==> src/rtl/hex_display_scanner_if.sv <==
// Display scanner bus: capture/halt/blank controls in, scanned digit drive out.
interface hex_display_scanner_if;
  logic        Load;
  logic [31:0] Value;
  logic        Halt;
  logic        Blank;
  logic [7:0]  An;
  logic [6:0]  Seg;
  logic        Dp;
  logic [31:0] Shown;

  // Driver side: the syscall decoder / CPU that feeds the display
  modport master (
    output Load, Value, Halt, Blank,
    input  An, Seg, Dp, Shown
  );

  // Display side: the scanner itself
  modport slave (
    input  Load, Value, Halt, Blank,
    output An, Seg, Dp, Shown
  );
endinterface

==> src/rtl/hex_display_scanner.sv <==
// Eight-digit multiplexed hex display driver with leading-zero blanking
// and a halt indicator that blinks the whole display once the CPU stops.
module hex_display_scanner #(
  parameter int SCAN_DIV    = 50000,
  parameter int BLINK_SCANS = 32
) (
  input logic clk,
  input logic rst,
  hex_display_scanner_if.slave bus
);

  localparam int PW = (SCAN_DIV > 1) ? $clog2(SCAN_DIV) : 1;
  localparam int BW = (BLINK_SCANS > 1) ? $clog2(BLINK_SCANS) : 1;
  localparam logic [PW-1:0] PRESC_LAST = PW'(SCAN_DIV - 1);
  localparam logic [BW-1:0] BLINK_LAST = BW'(BLINK_SCANS - 1);

  typedef enum logic {BLINK_ON, BLINK_OFF} blink_state_e;

  logic [31:0]   shown_q, shown_d;
  logic [PW-1:0] presc_q, presc_d;
  logic [2:0]    idx_q, idx_d;
  logic          halt_q, halt_d;
  logic [BW-1:0] blink_cnt_q, blink_cnt_d;
  blink_state_e  blink_state_q, blink_state_d;
  logic [7:0]    an_q, an_d;
  logic [6:0]    seg_q, seg_d;
  logic          dp_q, dp_d;

  logic          presc_tc;
  logic          scan_wrap;
  logic          blink_period_done;
  logic          blink_on;
  logic [3:0]    nibble;
  logic [31:0]   upper;

  // Active-low segment pattern {g,f,e,d,c,b,a} for one hex digit
  function automatic logic [6:0] hex_to_seg(input logic [3:0] nib);
    logic [6:0] seg;
    case (nib)
      4'h0: seg = 7'h40;
      4'h1: seg = 7'h79;
      4'h2: seg = 7'h24;
      4'h3: seg = 7'h30;
      4'h4: seg = 7'h19;
      4'h5: seg = 7'h12;
      4'h6: seg = 7'h02;
      4'h7: seg = 7'h78;
      4'h8: seg = 7'h00;
      4'h9: seg = 7'h10;
      4'hA: seg = 7'h08;
      4'hB: seg = 7'h03;
      4'hC: seg = 7'h46;
      4'hD: seg = 7'h21;
      4'hE: seg = 7'h06;
      default: seg = 7'h0E;
    endcase
    return seg;
  endfunction

  // Scan timing events: end of a digit slot, end of a full scan, end of a blink phase
  always_comb begin
    presc_tc          = (presc_q == PRESC_LAST);
    scan_wrap         = presc_tc && (idx_q == 3'd7);
    blink_period_done = halt_q && scan_wrap && (blink_cnt_q == BLINK_LAST);
  end

  // Next state of the latched word, scan position, sticky halt and scan counter
  always_comb begin
    shown_d     = bus.Load ? bus.Value : shown_q;
    presc_d     = presc_tc ? '0 : presc_q + PW'(1);
    idx_d       = presc_tc ? idx_q + 3'd1 : idx_q;
    halt_d      = halt_q | bus.Halt;
    blink_cnt_d = blink_cnt_q;
    if (halt_q && scan_wrap) begin
      blink_cnt_d = blink_period_done ? '0 : blink_cnt_q + BW'(1);
    end
  end

  // Datapath registers; reset drops any scan in progress
  always_ff @(posedge clk or posedge rst) begin
    if (rst) begin
      shown_q     <= '0;
      presc_q     <= '0;
      idx_q       <= '0;
      halt_q      <= 1'b0;
      blink_cnt_q <= '0;
    end else begin
      shown_q     <= shown_d;
      presc_q     <= presc_d;
      idx_q       <= idx_d;
      halt_q      <= halt_d;
      blink_cnt_q <= blink_cnt_d;
    end
  end

  // Blink phase state register
  always_ff @(posedge clk or posedge rst) begin
    if (rst) begin
      blink_state_q <= BLINK_ON;
    end else begin
      blink_state_q <= blink_state_d;
    end
  end

  // Blink phase flips after each run of BLINK_SCANS completed scans while halted
  always_comb begin
    blink_state_d = blink_state_q;
    if (blink_period_done) begin
      blink_state_d = (blink_state_q == BLINK_ON) ? BLINK_OFF : BLINK_ON;
    end
  end

  // Blink phase output: display lit only in the on phase
  always_comb begin
    blink_on = (blink_state_q == BLINK_ON);
  end

  // Compose the drive for the currently selected digit
  always_comb begin
    nibble = shown_q[{idx_q, 2'b00} +: 4];
    upper  = shown_q >> {idx_q, 2'b00};
    an_d   = ~(8'b1 << idx_q);
    seg_d  = hex_to_seg(nibble);
    dp_d   = !(halt_q && (idx_q == 3'd0));
    if (bus.Blank && (idx_q != 3'd0) && (upper == 32'd0)) begin
      an_d  = 8'hFF;
      seg_d = 7'h7F;
    end
    if (!blink_on) begin
      an_d  = 8'hFF;
      seg_d = 7'h7F;
      dp_d  = 1'b1;
    end
  end

  // Registered display pins so the LED drive is glitch-free
  always_ff @(posedge clk or posedge rst) begin
    if (rst) begin
      an_q  <= 8'hFF;
      seg_q <= 7'h7F;
      dp_q  <= 1'b1;
    end else begin
      an_q  <= an_d;
      seg_q <= seg_d;
      dp_q  <= dp_d;
    end
  end

  assign bus.An    = an_q;
  assign bus.Seg   = seg_q;
  assign bus.Dp    = dp_q;
  assign bus.Shown = shown_q;

endmodule

==> src/flat_wrapper.sv <==
// flat-port wrapper written by rule: the top's interface ports become plain ports
module hex_display_scanner_flat 
#(
  parameter int SCAN_DIV    = 50000,
  parameter int BLINK_SCANS = 32
)
  (clk, rst, bus_Load, bus_Value, bus_Halt, bus_Blank, bus_An, bus_Seg, bus_Dp, bus_Shown);
  hex_display_scanner_if bus_i ();
  input logic clk;
  input logic rst;
  input wire logic [$bits(bus_i.Load)-1:0] bus_Load;
  input wire logic [$bits(bus_i.Value)-1:0] bus_Value;
  input wire logic [$bits(bus_i.Halt)-1:0] bus_Halt;
  input wire logic [$bits(bus_i.Blank)-1:0] bus_Blank;
  output wire logic [$bits(bus_i.An)-1:0] bus_An;
  output wire logic [$bits(bus_i.Seg)-1:0] bus_Seg;
  output wire logic [$bits(bus_i.Dp)-1:0] bus_Dp;
  output wire logic [$bits(bus_i.Shown)-1:0] bus_Shown;
  assign bus_i.Load = bus_Load;
  assign bus_i.Value = bus_Value;
  assign bus_i.Halt = bus_Halt;
  assign bus_i.Blank = bus_Blank;
  assign bus_An = bus_i.An;
  assign bus_Seg = bus_i.Seg;
  assign bus_Dp = bus_i.Dp;
  assign bus_Shown = bus_i.Shown;
  hex_display_scanner #(.SCAN_DIV(SCAN_DIV), .BLINK_SCANS(BLINK_SCANS)) u_core (.clk(clk), .rst(rst), .bus(bus_i));
endmodule
==> config.mk <==
export PLATFORM = sky130hd
export DESIGN_NAME = hex_display_scanner_flat
export DESIGN_NICKNAME = d
export VERILOG_FILES = /design/src/rtl/hex_display_scanner_if.sv /design/src/rtl/hex_display_scanner.sv /design/src/flat_wrapper.sv
export SDC_FILE = /design/constraint.sdc
export NUM_CORES = 1
export LEC_CHECK = 0
export CORE_ASPECT_RATIO = 1.4
export CORE_MARGIN = 3
export CORE_UTILIZATION = 35
export DETAILED_ROUTE_END_ITERATION = 12
export PLACE_DENSITY_LB_ADDON = 0.1
export SLEW_MARGIN = 20
export SYNTH_ARGS = -nofsm -noshare
export SYNTH_HDL_FRONTEND = slang
export SYNTH_SLANG_ARGS = --single-unit
==> constraint.sdc <==
create_clock -name clk -period 2.4 [get_ports clk]
set_input_delay 0.6 -clock clk [delete_from_list [all_inputs] [get_ports clk]]
set_output_delay 0.6 -clock clk [all_outputs]
set_load 0.02 [all_outputs]
==> results of run 1 <==
[worst max-delay path, cell delays in order (launching register included)]
cell      delay [ns]
dfrtp_2         0.47
mux4_2          0.58
mux2i_4         0.19
ha_2            0.22
nand2_1         0.09
a21oi_4         0.22
a41oi_4         0.21
o221ai_2        0.24
[state kept, by name, summed over array words and instances, names as in the netlist]
name,count
u_core.idx_q,3
u_core.presc_q,16
u_core.blink_cnt_q,5
u_core.halt_q,1
u_core.blink_state_q,1
u_core.bus.Shown,32
u_core.bus.An,8
u_core.bus.Seg,7
u_core.bus.Dp,1
[final cells by class]
type	count	area share, %
repair buffers	113	20.18
well taps	141	3.262
flip-flops and latches	74	34.64
inverters	10	0.7635
clock buffers	13	4.627
clock inverters	3	0.3239
multi-input cells	221	36.21
[metrics by stage]
step / cells / instance area, sq um / total power, mW
final: 575 / 5408 / 3.283
after global routing: 575 / 5408 / 3.432
after CTS: 573 / 5363 / 3.326
after detailed placement: 557 / 5094 / 2.100
after global placement: 557 / 5094 / 2.099
after floorplan: 318 / 3954 / 1.759
[cell families after synthesis]
family | share of synthesized area (%)
AO/OA/AOI/OAI | 7.550
XOR/XNOR | 3.807
adder cells (fa/ha/maj) | 4.798
buffers and inverters | 3.647
flip-flops | 47.86
multiplexers | 19.77
AND/OR/NAND/NOR | 12.57
[timing repair]
action | in CTS | in global routing
setup endpoints to repair | 5 | 9
pin swaps | 0 | 1
buffers inserted | 0 | 1
gates resized for setup | 1 | 7
gates cloned | 0 | 1
[final timing paths]
| check | start | end | slack, ns | cells past startpoint |
|---|---|---|---|---|
| worst max-delay path | u_core.idx_q[0]$_DFFE_PP0N_ | u_core.bus.Seg[3]$_DFF_PP1_ | 0.1 | 7 |
| worst min-delay path | u_core.halt_q$_DFF_PP0_ | u_core.bus.Dp$_DFF_PP1_ | 0.44 | 1 |
| worst max register to register | u_core.idx_q[0]$_DFFE_PP0N_ | u_core.bus.Seg[3]$_DFF_PP1_ | 0.1 | 7 |
| worst min register to register | u_core.halt_q$_DFF_PP0_ | u_core.bus.Dp$_DFF_PP1_ | 0.44 | 1 |
| max in group asynchronous | rst | u_core.bus.Seg[0]$_DFF_PP1_ | 1.30 | 3 |
| min in group asynchronous | rst | u_core.bus.Shown[0]$_DFFE_PP0P_ | 0.70 | 3 |
[power groups by stage]
stage | sequential, mW | clock [mW] | combinational [mW]
floorplan | 1.52 | 0 | 0.244
global placement | 1.44 | 0 | 0.663
detailed placement | 1.43 | 0 | 0.665
CTS | 1.42 | 1.24 | 0.670
global route | 1.42 | 1.29 | 0.722
finish | 1.41 | 1.20 | 0.669
[layer usage]
metal	global-route usage, %	vias to the layer above
met4	6.627	0
met5	0	-
li1	-	1381
met1	20.65	1432
met2	26.56	83
met3	4.512	17
[cell usage in the layout (no fill, tap or decap), types with 5 or more instances in the layout]
cell             netlist  final
nand2_1               16     16
dfstp_2               16     16
clkbuf_16              0      9
nor4_1                 6      6
dfrtp_1               58     57
xnor2_1                9      9
inv_1                  8      7
nand4_1                6      6
mux2_2                36     36
and3_1                 5      5
xor2_1                 8      8
o21ai_1                8      8
nor2_1                24     24
nor3_1                 6      6
o21ai_0                8      8
clkdlybuf4s50_1        0     84
buf_4                  1     25
mux2i_1               12     10
mux4_2                 5      7
nand3_1               10     10
ha_1                  15     13
==> flow_summary.yaml, run 1 <==
outcome:
  outcome: "finished, final reports clean"
power_and_ir_drop:
  power_frac_seq_pct: 43.0
  swShare_pct: 26.22
  powerDensity_nw_per_um2: 607.1
  intPower_mw: 2.422
  p_switching_mw: 0.8607
  ir_worst_vdd_uv: 410.4
  power.share.clock_pct: 36.6
  power_frac_comb_pct: 20.4
  p_leak_nw: 2.215
clock_network:
  cts_tree: "yes"
  ctsHoldBuffers: 0
  h-tree-depth: 3
  insertion_delay_ns: 0.33
  clkTransAtPathRegs_ns: 0.05
  cts-root-buf: "clkbuf_16"
  cts_max_path_buffers: 2
  cts_num_sinks: 74
  numCtsBuffers: 9
synth:
  synthArstFlopShare_pct: 100.0
  synth-main-ff-cell: "dfrtp_1"
  synth_cells: 318
  synth-seq-cells: 74
  synth.avg_cell_area_sq_um: 12.30
  synth_commonest_cells: "58 x dfrtp_1, 36 x mux2_2, 24 x nor2_1"
  synth_cell_type_count: 54
  yosys_warnings: 0
  synth.most_common_cell: "dfrtp_1"
  synth_top_area_cell: "dfrtp_1"
  yosysTopAreaCellShare_pct: 37.11
  synthTopCellsByArea: "dfrtp_1 37%, dfstp_2 11%, mux2_2 10%, ha_1 4.8%, mux2i_1 3.1%"
  synth_area_sq_um: 3911
  syn-num-nets: 370
  synth-edff-count: 0
  yosysSeqAreaShare_pct: 47.86
routing:
  maxUsedRoutingLayer: "met4"
  via_per_inst: 5.066
  drt-wirelength-per-cell_um: 16.71
  via_count: 2913
  wl_met3_um: 537
  wl_met1_um: 4174
  routed_wl_um: 9611
  wl_met2_um: 4628
  detail-route-antenna-nets: 0
  drc: 0
  drt_first_iter_violations: 107
  firstDrtPassIters: 4
cells_and_area:
  final_core_util_pct: 49.76
  layout-area-overhead-vs-synth_pct: 38.26
  diodes: 0
  drive_gt1_share_pct: 28.34
  final.fill_count: 988
  final_nets: 481
  seqCellArea_sq_um: 1873
  multi_input_area_sq_um: 1958
setup_path:
  cp-start-kind: "register"
  worst-setup-path-type: "reg2reg"
  endpoint_kind: "register"
  required_ns: 2.64
  path_max_fanout: 8
  cp.arrival_ns: 2.55
global_route:
  grt.total_usage_pct: 16.40
  gr-total-overflow: 0
  grt_pass1_vias: 3048
  antenna_found_initial: 0
  grt_first_pass_wirelength_um: 15650
  grt_max_degree: 75
placement:
  place_congestion: 0.9541
  port_buffers: 84
  place_worst_setup_slack_ns: -0.01220
  dpl.hpwl_um: 7187
timing:
  rsz0062_at_grt: "no"
  finalSetupViolCount: 0
  fin_crit_ns: 2.302
  finalWorstSetupSlack_ns: 0.09770
  finalClockSkew_ns: 0.007369
  slew_violations: 0
  max_slew_margin_pct: 62.86
  hold_viol: 0
  fin_hold_ws_ns: 0.4446
  setup_tns_ns: 0
  fin_crit_sh_pct: 95.93
  fmax_mhz: 434.3
  tightest_slew_ns: 0.5570
floorplan:
  dieArea_sq_um: 12500
  core_area_sq_um: 10870
  die_y_um: 131.1
  die-width_um: 95.34
  initial_utilization_pct: 35.99
  pin_count: 85
  row_count: 45
run:
  cap_violations: 0
min_path:
  hp-class: "reg2reg"
Note: power is estimated with default switching activity, not from simulation.
==> run 2, diff against run 1 <==
--- a/config.mk
+++ b/config.mk
@@ -5,6 +5,7 @@
 export SDC_FILE = /design/constraint.sdc
 export NUM_CORES = 1
 export LEC_CHECK = 0
+export ABC_CLOCK_PERIOD_IN_PS = 2400
 export CORE_ASPECT_RATIO = 1.4
 export CORE_MARGIN = 3
 export CORE_UTILIZATION = 35
==> results of run 2 <==
No change in the layout: final DEF, timing and power equal those of run 1.
==> run 3, diff against run 2 <==
--- a/config.mk
+++ b/config.mk
@@ -9,8 +9,10 @@
 export CORE_ASPECT_RATIO = 1.4
 export CORE_MARGIN = 3
 export CORE_UTILIZATION = 35
+export CTS_CLUSTER_DIAMETER = 80
 export DETAILED_ROUTE_END_ITERATION = 12
 export PLACE_DENSITY_LB_ADDON = 0.1
+export SKIP_CTS_REPAIR_TIMING = 1
 export SLEW_MARGIN = 20
 export SYNTH_ARGS = -nofsm -noshare
 export SYNTH_HDL_FRONTEND = slang
==> results of run 3 <==
No change in the layout: final DEF, timing and power equal those of run 1.
Among the figures that moved: wire length of the first global-routing pass 15650 um -> 15660 um; via count of the first global-routing pass 3048 -> 3046; overall routing resource usage 16.40% -> 16.41%; met1 usage 20.65% -> 20.69%
